<file path="src/rtl/div32_seq.sv">
`default_nettype none
// ============================================================================
// Module      : div32_seq
// Description : Sequential signed restoring divider for the ALU DIV path.
//               Each launch runs WIDTH trial-subtract steps on the operand
//               magnitudes, then applies the signs in a final fix-up cycle.
//               The quotient (LO) truncates toward zero. The remainder (HI)
//               takes the sign of the dividend.
//
// Ports       : clk         - system clock, rising edge
//               clr         - asynchronous active-low reset
//               start       - launch request, sampled only while idle
//               dividend    - signed dividend, sampled on the accepting edge
//               divisor     - signed divisor, sampled on the accepting edge
//               busy        - operation in progress (state != IDLE)
//               done        - one-cycle pulse, results valid
//               quotient    - signed quotient (LO)
//               remainder   - signed remainder (HI)
//               div_by_zero - divisor was zero; held until the next done
//
// Revision    : 1.0 - initial release
// ============================================================================
module div32_seq #(
    parameter int WIDTH = 32
) (
    input  logic             clk,
    input  logic             clr,
    input  logic             start,
    input  logic [WIDTH-1:0] dividend,
    input  logic [WIDTH-1:0] divisor,
    output logic             busy,
    output logic             done,
    output logic [WIDTH-1:0] quotient,
    output logic [WIDTH-1:0] remainder,
    output logic             div_by_zero
);

    localparam int                c_cnt_w    = (WIDTH > 1) ? $clog2(WIDTH) : 1;
    localparam logic [c_cnt_w-1:0] c_cnt_last = c_cnt_w'(WIDTH - 1);

    typedef enum logic [1:0] {
        S_IDLE = 2'd0,
        S_CALC = 2'd1,
        S_FIX  = 2'd2
    } state_t;

    state_t              r_state;
    state_t              w_state_next;

    logic [c_cnt_w-1:0]  r_count;
    // The partial remainder is always below M (M <= 2^(WIDTH-1)), so WIDTH
    // bits hold it. Only the shifted value needs the extra bit, and that bit
    // is carried in the 33-bit trial subtraction below.
    logic [WIDTH-1:0]    r_a;
    logic [WIDTH-1:0]    r_q;
    logic [WIDTH-1:0]    r_m;
    logic                r_qsign;
    logic                r_rsign;
    logic                r_dbz;

    logic                r_done;
    logic [WIDTH-1:0]    r_quotient;
    logic [WIDTH-1:0]    r_remainder;
    logic                r_div_by_zero;

    logic                w_divisor_zero;
    logic [WIDTH-1:0]    w_dividend_abs;
    logic [WIDTH-1:0]    w_divisor_abs;
    logic [WIDTH:0]      w_a_sh;
    logic [WIDTH-1:0]    w_q_sh;
    logic [WIDTH:0]      w_t;

    // Operand magnitudes use plain two's-complement negation. The most
    // negative value maps onto itself, and it is correct when that result is
    // read as unsigned.
    assign w_divisor_zero = (divisor == '0);
    assign w_dividend_abs = dividend[WIDTH-1] ? (~dividend + 1'b1) : dividend;
    assign w_divisor_abs  = divisor[WIDTH-1]  ? (~divisor  + 1'b1) : divisor;

    // One restoring step: shift {A,Q} left, then try A - M with a borrow-out.
    assign w_a_sh = {r_a, r_q[WIDTH-1]};
    assign w_q_sh = {r_q[WIDTH-2:0], 1'b0};
    assign w_t    = w_a_sh - {1'b0, r_m};

    // ------------------------------------------------------------------
    // State register
    // ------------------------------------------------------------------
    always_ff @(posedge clk or negedge clr) begin
        if (!clr) begin
            r_state <= S_IDLE;
        end else begin
            r_state <= w_state_next;
        end
    end

    // ------------------------------------------------------------------
    // Next-state logic
    // ------------------------------------------------------------------
    always_comb begin
        w_state_next = r_state;
        case (r_state)
            S_IDLE: begin
                if (start) begin
                    w_state_next = w_divisor_zero ? S_FIX : S_CALC;
                end
            end
            S_CALC: begin
                if (r_count == c_cnt_last) begin
                    w_state_next = S_FIX;
                end
            end
            S_FIX: begin
                w_state_next = S_IDLE;
            end
            default: begin
                w_state_next = S_IDLE;
            end
        endcase
    end

    // ------------------------------------------------------------------
    // Datapath and result registers
    // ------------------------------------------------------------------
    always_ff @(posedge clk or negedge clr) begin
        if (!clr) begin
            r_count       <= '0;
            r_a           <= '0;
            r_q           <= '0;
            r_m           <= '0;
            r_qsign       <= 1'b0;
            r_rsign       <= 1'b0;
            r_dbz         <= 1'b0;
            r_done        <= 1'b0;
            r_quotient    <= '0;
            r_remainder   <= '0;
            r_div_by_zero <= 1'b0;
        end else begin
            r_done <= 1'b0;
            case (r_state)
                S_IDLE: begin
                    if (start) begin
                        r_count <= '0;
                        if (w_divisor_zero) begin
                            // Hold the raw dividend in Q so that the fix-up
                            // cycle can return it as the remainder.
                            r_dbz <= 1'b1;
                            r_q   <= dividend;
                        end else begin
                            r_dbz   <= 1'b0;
                            r_q     <= w_dividend_abs;
                            r_m     <= w_divisor_abs;
                            r_a     <= '0;
                            r_qsign <= dividend[WIDTH-1] ^ divisor[WIDTH-1];
                            r_rsign <= dividend[WIDTH-1];
                        end
                    end
                end
                S_CALC: begin
                    // A borrow means A < M. Keep the shifted A (restore) and
                    // shift a 0 into the quotient.
                    r_a     <= w_t[WIDTH] ? w_a_sh[WIDTH-1:0] : w_t[WIDTH-1:0];
                    r_q     <= {w_q_sh[WIDTH-1:1], ~w_t[WIDTH]};
                    r_count <= r_count + 1'b1;
                end
                S_FIX: begin
                    r_done <= 1'b1;
                    if (r_dbz) begin
                        r_quotient    <= '1;
                        r_remainder   <= r_q;
                        r_div_by_zero <= 1'b1;
                    end else begin
                        r_quotient    <= r_qsign ? (~r_q + 1'b1) : r_q;
                        r_remainder   <= r_rsign ? (~r_a + 1'b1) : r_a;
                        r_div_by_zero <= 1'b0;
                    end
                end
                default: begin
                    r_count <= '0;
                end
            endcase
        end
    end

    assign busy        = (r_state != S_IDLE);
    assign done        = r_done;
    assign quotient    = r_quotient;
    assign remainder   = r_remainder;
    assign div_by_zero = r_div_by_zero;

endmodule
`default_nettype wire
</file>
<file path="config.mk">
export PLATFORM = sky130hd
export DESIGN_NAME = div32_seq
export DESIGN_NICKNAME = d
export VERILOG_FILES = /design/src/rtl/div32_seq.sv
export SDC_FILE = /design/constraint.sdc
export NUM_CORES = 1
export LEC_CHECK = 0
export CAP_MARGIN = 10
export CORE_MARGIN = 5
export CORE_UTILIZATION = 40
export CTS_CLUSTER_SIZE = 30
export DETAILED_ROUTE_END_ITERATION = 16
export PLACE_DENSITY = 0.61
export SYNTH_ARGS = -nofsm -noshare
export SYNTH_HDL_FRONTEND = slang
export SYNTH_SLANG_ARGS = --single-unit
</file>
<file path="constraint.sdc">
create_clock -name clk -period 7.7 [get_ports clk]
set_input_delay 1.54 -clock clk [delete_from_list [all_inputs] [get_ports clk]]
set_output_delay 1.54 -clock clk [all_outputs]
set_load 0.01 [all_outputs]
</file>
Word level (Yosys, flattened, before mapping)
Index checks and enable logic that the tools add are counted.
{"block": "word_totals", "ff_bits": 172, "out_inout_bits": 67, "word_cells": 64}
{"block": "classes", "n_addsub": 6, "n_eq_ne": 6, "mux": 22, "bitwise_logic": 8, "reduce_logical": 10}
{"op": "32-bit two-way mux", "count": 11}
{"op": "32-bit by 1-bit adder with 32-bit output (second input constant)", "count": 4}
{"op": "32-bit inverter", "count": 4}
{"op": "32-bit case mux with 2 select lines", "count": 2}
{"op": "33-bit by 32-bit subtractor with 33-bit output", "count": 1}
{"op": "32-bit zero test", "count": 1}
{"op": "5-bit case mux with 3 select lines", "count": 1}
{"op": "2-bit AND reduction", "count": 4}
{"op": "2-bit two-way mux", "count": 3}
{"op": "2-bit inequality test (second input constant)", "count": 3}
{"op": "3-bit AND reduction", "count": 2}
{"op": "5-bit by 1-bit adder with 5-bit output (second input constant)", "count": 1}
{"op": "5-bit == test (second input constant)", "count": 1}
{"op": "5-bit two-way mux", "count": 1}
{"op": "2-bit case mux with 2 select lines", "count": 1}
{"op": "2-bit nonzero test", "count": 2}
{"op": "1-bit two-way mux", "count": 3}
{"op": "1-bit inverter", "count": 3}
{"op": "2-bit by 1-bit == test with 1-bit output (second input constant)", "count": 1}
{"op": "2-bit == test (second input constant)", "count": 1}
{"op": "2-bit zero test", "count": 1}
{"op": "1-bit XOR", "count": 1}

Longest topological paths before layout
Gate-level depths: netlist (run 1).
{"block": "logic_depth", "ltp_word": 6, "depth_mapped": 14, "depth_no_buf": 12}

Worst setup path before layout (run 1)
OpenSTA, ideal clock, no wires.
{"block": "synth_path", "path_kind": "input to register", "from": "input port divisor[6]", "to": "register r_q[30]", "t_arrival_ns": 4.406, "t_required_ns": 7.570, "slack_ns": 3.164, "path_stages": 12, "n_path_buf": 3, "path_cell_list": "or4_4 -> or3_4 -> or3_4 -> or4_4 -> or3_1 -> buf_2 -> and2_4 -> buf_6 -> buf_6 -> o21ai_0 -> xor2_1 -> o21ai_1"}
{"block": "synth_between", "elab_chain_len": 4}
{"element": "from (decl)", "line": "30", "rtl": "input logic [WIDTH-1:0] divisor,"}
{"element": "32-bit zero test", "line": "76", "rtl": "assign w_divisor_zero = (divisor == '0);"}
{"element": "32-bit two-way mux", "line": "143", "rtl": "if (w_divisor_zero) begin"}
{"element": "32-bit two-way mux", "line": "141", "rtl": "if (start) begin"}
{"element": "32-bit case mux with 2 select lines", "line": "139", "rtl": "case (r_state)"}
{"element": "to (signal assigned)", "line": "147", "rtl": "r_q <= dividend;"}
{"element": "to (signal assigned)", "line": "150", "rtl": "r_q <= w_dividend_abs;"}
{"element": "to (signal assigned)", "line": "162", "rtl": "r_q <= {w_q_sh[WIDTH-1:1], ~w_t[WIDTH]};"}
{"element": "to (decl)", "line": "55", "rtl": "logic [WIDTH-1:0] r_q;"}
No other way between the ends. The select of a mux whose other input is x is not followed.
A chain may end at the register's enable or synchronous reset.

Final worst setup path (run 1)
{"block": "layout_path", "from": "input port divisor[6]", "to": "register r_m[11]"}
{"block": "layout_between", "elab_chain_len": 3, "elab_cells_between_ends": 6}
{"element": "32-bit inverter / 32-bit zero test (equally long branches)", "line": "78, 76"}
{"element": "32-bit by 1-bit adder with 32-bit output / 1-bit inverter (equally long branches)"}
{"element": "32-bit two-way mux / 3-bit AND reduction (equally long branches)"}
{"element": "to (signal assigned)", "line": "151", "rtl": "r_m <= w_divisor_abs;"}
{"element": "to (decl)", "line": "56", "rtl": "logic [WIDTH-1:0] r_m;"}
Several ways; a longest one is shown, not always the timed one.

==> summary.md, run 1 <==
| Metric | Value |
|---|---|
| Crit-path slowest cell | `nand2_1` |
| HP Start | `remainder[17]` |
| CTS tree | `built` |
| Worst slew margin | `27.5%` |
| CTS resizes | `0` |
| Status | `completed` |
| RSZ-0062 raised after global routing | `no` |
| Final WS setup | `around 2500 ps` |
| Total of max-cap violations | `0` |
| Synth Flop Type | `dfrtp_1` |
| Gpl congestion | `0.912` |
| Setup_tns | `0 ps` |
| Minimum clock period | `5170 ps` |
| Synthesized instance count | `1345` |
| Port bufs | `133` |
| Crit path required time | `7960 ps` |
| CTS Buffer Depth | `2` |
| Most frequent cells in the layout | `171 x dfrtp_1, 170 x nand2_1, 167 x o21ai_0` |
| P_leak | `5.70 nW` |
| Critical path launch point type | `input port` |
| Final count of hold timing violations | `0` |
| Hold path cells | `2` |
| Remaining antenna violation count | `0` |
| Fin crit share | `67.1%` |
| Die Width | `179 µm` |
| Final Core Density | `48.5%` |
| Commonest non-fill, non-tap cell in the layout | `dfrtp_1` |
| Top Ports | `about 130` |
| Syn Nets | `1451` |
| Kind of critical path | `in -> reg` |
| Via density | `5.43` |
| Clk_skew | `approximately 13 ps` |
| Post-synth EDFFs | `0` |
| Largest net degree at the start of global routing | `roughly 100` |
| Layout Cells excl Fill | `1819` |
| Netlist cell types | `65` |
| Max layer used | `met4` |
| Worst Path Arrival | `between 5000 and 6000 ps` |
| Initial antenna violation count | `0` |
| Worst-margin pin slew | `1080 ps` |
| Pre-CTS setup slack | `between 2000 and 2500 ps` |
| Cell row count | `61` |
| Vias | `9876` |
| RR Endpoint | `r_a[10]` |
| DP Cell Count | `1787` |
| Grt ovf | `0` |
| WL/cell | `around 17 µm` |
| CP delay by family, top | `simple AND/OR/NAND/NOR gates` |
| Max frequency | `193 MHz` |
| Sequential share of the synthesized area | `between 30% and 40%` |
| Total GRT Usage | `between 20% and 30%` |
| CP Max Fanout | `40` |
| HPWL Detailed | `23700 µm` |
| Fin nets | `1534` |
| WL met2 | `13700 µm` |
| Cts hold-fix bufs | `0` |
| DRT Pass-1 Iters | `5` |
| Crit path cell chain | `clkdlybuf4s50_1, or4_4, or3_4, or3_4, or4_4, or3_1, nand2_1, o21ai_0` |
| Syn Area/Cell | `8.45 µm²` |
| Placed cell area | `0.0130 mm²` |
| Seq cells post-synth | `between 150 and 200` |
| R2R Path Start | `r_q[31]` |
| # diodes | `0` |
| Synth Cell Area | `0.0114 mm²` |
| Layout cells sized above 1 | `4.58%` |
| Cell depth of the worst flop-to-flop path | `13` |
| CTS clk-pin slew, worst paths | `around 80 ps` |
| Die H | `179 µm` |
| Hold slack | `roughly 480 ps` |
| Final slew viol count | `0` |
| Vias in the first global route | `9576` |
| Core Area | `0.0279 mm²` |
| Ys async rst share | `100%` |
| CTS H-tree depth | `4` |
| First-pass GRT wire length | `slightly above 50000 µm` |
| # setup viols final | `0` |
| DIE AREA | `approximately 0.032 mm²` |
| Drt initial violations | `721` |
| Area growth syn-to-layout | `19.1%` |
| Clock net sink count | `172` |
| Total wire length | `31500 µm` |
| Crit path buf inv count | `1` |
| Post-route DRC | `0` |
| CTS buffer count | `17` |
| Worst Hold Class | `reg -> reg` |
| R2R Setup Slk | `2780 ps` |
| Crit path capture type | `flip-flop` |
| YS warnings | `0` |
| Pwr/cell area | `between 400 and 500 mW/mm²` |
| Met3 WL | `around 1800 µm` |
| Clk_lat worst skew | `about 430 ps` |
| Clk root buf | `clkbuf_16` |
| Final instance area | `0.0135 mm²` |
| Postcts setup bufs | `0` |
| Overall power | `6.12 mW` |
| Starting Density | `40.7%` |
| Worst vdd ir | `around 0.00030 V` |
| Largest stage delay on the critical path | `about 840 ps` |
| Worst Hold End | `remainder[17]` |
| M1 WL | `between 15000 and 20000 µm` |
## cells by family after synthesis
group / after synthesis / synth area share, %
AOI/OAI and AO/OA: 423 / 22.8
and+or+nand+nor: 400 / 16.3
DFF: 172 / 37.9
xor gates and xnor gates: 146 / 11.3
buffers and inverters: 134 / 4.65
adders and majority gates: 39 / 4.36
muxes: 31 / 2.75
## where the power goes
group          leakage (nW)  internal [mW]  switching, mW
Sequential             2.16           1.24          0.508
Clock                 0.277          0.431          0.418
Combinational          3.26           1.56           1.97
Total                  5.70           3.23           2.89
## sequential cells by signal, indices dropped and copies added (netlist names)
| register | flops |
|---|---|
| r_m | 32 |
| div_by_zero | 1 |
| r_count | 5 |
| r_qsign | 1 |
| quotient | 32 |
| r_dbz | 1 |
| r_rsign | 1 |
| r_a | 32 |
| r_state | 2 |
| done | 1 |
| remainder | 32 |
| r_q | 32 |
## cell usage after synthesis (all sizes together) (27+ instances only)
cell type	n	area share, %
a21oi	85	3.7
a22oi	32	2.1
clkbuf	69	2.3
dfrtp	172	38
ha	38	4.2
inv	55	1.8
mux2i	29	2.6
nand2	170	5.6
nor2	91	3.0
o21ai	179	7.9
o31ai	42	2.8
or3	27	1.6
xnor2	47	3.6
xor2	99	7.6
## worst max-delay path by stage
stage	from	depth (start not counted)	slack, ps	endpoint
final	divisor[6]	8	2530	r_m[11]
after floorplan	divisor[6]	12	3160	r_q[30]
after global placement	divisor[6]	8	2180	r_m[7]
after CTS	divisor[6]	8	2490	r_m[11]
after detailed placement	divisor[6]	8	2040	r_m[11]
after global routing	divisor[6]	8	2270	r_m[15]
## tightest hold or removal path, stage by stage (launching register included)
cell	delay, ps
dfrtp_1	350
nand2_1	50
nand2_1	60
## per-layer routing
layer,track usage [%],up-vias
met5,0,-
met4,6.78,0
met3,2.71,43
met2,30.3,287
met1,29.4,4612
li1,-,4934
## cell type report
type                    instances  area, µm²
multi-input cells            1039       6560
inverters                      55        206
flip-flops and latches        172       4310
well taps                     378        473
clock inverters                15        153
repair buffers                143       1410
clock buffers                  17        425
fillers                      2724      14400
(Power assumes the default switching activity.)
==> run 2, diff against run 1 <==
==> constraint.sdc (replaced) <==
create_clock -name clk -period 4.88 [get_ports clk]
set_input_delay 0.976 -clock clk [delete_from_list [all_inputs] [get_ports clk]]
set_output_delay 0.976 -clock clk [all_outputs]
set_load 0.01 [all_outputs]
==> run 2 against run 1 <==
  * Utilization up 0.34 points
  * Combinational power rose by 59%
  * Global-route usage is 0.36 points higher
  * Count of clock-buffer cells in the layout stayed put
  * Clock skew is 1.6 ps higher
  * First-iteration DRC count is 2.2% lower
  * Flip-flop and latch count is the same
  * Critical path depth up 4
  * Clock power rose by 61%
  * Via count increased by 0.72%
  * Cell count rose by 0.44%
  * Largest power group unchanged
==> summary.md, run 2 (synthesis results as in run 1) <==
| Metric | Value |
|---|---|
| Cell depth of the worst flop-to-flop path | `12 (-1)` |
| Multi-input gate area | `0.00656 mm² (unchanged)` |
| Vias | `9947 (+0.72%)` |
| P_leak | `5.75 nW (+0.95%)` |
| Setup_tns | `0 ps (unchanged)` |
| Worst Path Arrival | `4720 ps (-710 ps)` |
| RR Endpoint | `r_a[15]` |
| Clock net sink count | `172 (unchanged)` |
| Worst-margin pin slew | `1090 ps (+4.46 ps)` |
| Layout cells sized above 1 | `5.11% (+0.53 points)` |
| Max frequency | `approximately 220 MHz` |
| DRT Pass-1 Iters | `5 (unchanged)` |
| CP Max Fanout | `20 (-50%)` |
| Total wire length | `31900 µm (+1.2%)` |
| Storage cell area | `0.00431 mm² (unchanged)` |
| Grt ovf | `0 (unchanged)` |
| CTS tree | `built` |
| DIE AREA | `0.0319 mm² (unchanged)` |
| Top Ports | `134 (unchanged)` |
| Largest net degree at the start of global routing | `83 (-18%)` |
| Core Area | `0.0279 mm² (unchanged)` |
| Worst setup path start | `r_m[0]` |
| Minimum clock period | `between 4000 and 5000 ps` |
| Worst vdd ir | `0.000379 V (+25%)` |
| Pwr/cell area | `716 mW/mm² (+58%)` |
| Clk_skew | `14.3 ps (+1.61 ps)` |
| Clk_lat worst skew | `440 ps (about the same)` |
| DP Cell Count | `1795 (+0.45%)` |
| CTS H-tree depth | `4 (unchanged)` |
| Total GRT Usage | `20.4% (+0.36 points)` |
| Final slew viol count | `0 (unchanged)` |
| Remaining antenna violation count | `0 (unchanged)` |
| Fin nets | `1542 (+0.52%)` |
| Critical path launch point type | `flip-flop` |
| CTS buffer count | `17 (unchanged)` |
| Kind of critical path | `reg -> reg` |
| Vias in the first global route | `9591 (+0.16%)` |
| Die Width | `179 µm (unchanged)` |
| CTS resizes | `0 (unchanged)` |
| CTS clk-pin slew, worst paths | `80 ps (about the same)` |
| R2R Setup Slk | `430 ps (-2350 ps)` |
| Cell row count | `61 (unchanged)` |
| RSZ-0062 raised after global routing | `no` |
| Commonest non-fill, non-tap cell in the layout | `dfrtp_1` |
| Clk root buf | `clkbuf_16` |
| Crit path capture type | `flip-flop` |
| Via density | `5.44 (+0.28%)` |
| WL/cell | `17.4 µm (+0.79%)` |
| First-pass GRT wire length | `52100 µm (+2.2%)` |
| Crit-path slowest cell | `a2111oi_0` |
| Crit path required time | `5140 ps (-2820 ps)` |
| Filler cells | `2755 (+1.1%)` |
| Postcts setup bufs | `0 (unchanged)` |
| Most frequent cells in the layout | `171 x dfrtp_1, 170 x nand2_1, 167 x o21ai_0` |
| Fin crit share | `between 90% and 100%` |
| CP endpoint | `r_a[15]` |
| Total of max-cap violations | `0 (unchanged)` |
| Port bufs | `133 (unchanged)` |
| Die H | `179 µm (unchanged)` |
| Final count of hold timing violations | `0 (unchanged)` |
| Largest stage delay on the critical path | `720 ps (-120 ps)` |
| Starting Density | `40.7% (unchanged)` |
| # diodes | `0 (unchanged)` |
| Initial antenna violation count | `0 (unchanged)` |
| Worst Hold Class | `reg -> reg` |
| Most frequent cell on the critical path | `o21ai_0` |
| Area growth syn-to-layout | `19.9%` |
| Status | `completed` |
| Drt initial violations | `705 (-2.2%)` |
| Cts hold-fix bufs | `0 (unchanged)` |
| R2R Path Start | `r_m[0]` |
| # setup viols final | `0 (unchanged)` |
| HPWL Detailed | `24200 µm (+1.9%)` |
| CTS Buffer Depth | `2 (unchanged)` |
| Worst slew margin | `27.3% (-0.25 points)` |
| Layout Cells excl Fill | `1827 (+0.44%)` |
| Gpl congestion | `0.902 (-1.2%)` |
| Post-route DRC | `0 (unchanged)` |
| Crit path cell chain | `ha_1, fa_1, nand2b_1, a21oi_1, o41a_1, o21ai_0, a2111oi_0, o21ai_0, xor2_4, buf_4, mux2i_1, o21ai_0` |
## run 2: changes by cell type in the layout (fill, tap and decap cells not counted), sizes merged
cell and change:
buf +8, clkinv -3, inv +3
## run 2: final cells by class
type | count | share of cell area (%)
Sequential cell | 172 | 31.6
Timing Repair Buffer | 151 | 11.0
Clock inverter | 15 | 1.20
Tap cell | 378 | 3.47
Inverter | 55 | 1.51
Multi-Input combinational cell | 1039 | 48.2
Clock buffer | 17 | 3.12
## run 2: critical path: cells and delay by family, from the launching register on
kind	cells	cell delay, ps
XOR/XNOR	1	590
buffers and inverters	1	330
AO/OA/AOI/OAI	6	1900
AND/OR/NAND/NOR	1	190
adder cells (fa/ha/maj)	2	640
flip-flops	1	430
multiplexers	1	210
## run 2: where the power goes
part | total (mW) | internal (mW) | leakage [nW] | switching (mW)
combinational | 5.61 | 2.52 | 3.30 | 3.09
sequential | 2.78 | 1.95 | 2.16 | 0.826
clock | 1.37 | 0.690 | 0.283 | 0.681
total | 9.76 | 5.16 | 5.75 | 4.60
## run 2: worst min-delay path by stage
stage,startpoint,to,slack (ps),cells past startpoint
after floorplan,r_m[30],r_m[30],450,2
after global placement,remainder[15],remainder[15],460,2
after detailed placement,remainder[1],remainder[1],470,2
after CTS,remainder[1],remainder[1],490,2
after global routing,r_m[27],r_m[27],510,2
final,r_m[9],r_m[9],480,2
## run 2: metal layers
metal / part of all wire, % / wire length [µm] / global-route usage (%)
met1: 48 / 15400 / 29.7
met2: 44 / 14100 / 31.2
met3: 5.5 / 1740 / 3.20
met4: 2.1 / 680 / 5.95
met5: 0 / 0 / 0
## run 2: stage by stage
stage	power (mW)	setup WS (ps)	area, µm²	hold WS [ps]	utilization, %
5_1_grt	10.7	229	13600	506	48.8
3_3_place_gp	8.30	317	13000	461	46.7
2_1_floorplan	6.77	908	11400	449	-
4_1_cts	9.78	409	13600	487	48.8
3_5_place_dp	8.39	214	13000	471	46.7
6_report	9.76	428	13600	480	48.8
==> run 3, diff against run 2 <==
--- a/config.mk
+++ b/config.mk
@@ -10,6 +10,7 @@
 export CORE_UTILIZATION = 40
 export CTS_CLUSTER_SIZE = 30
 export DETAILED_ROUTE_END_ITERATION = 16
+export HOLD_SLACK_MARGIN = 0.05
 export PLACE_DENSITY = 0.61
 export SYNTH_ARGS = -nofsm -noshare
 export SYNTH_HDL_FRONTEND = slang
==> results of run 3 <==
No change in the layout: final DEF, timing and power equal those of run 2.
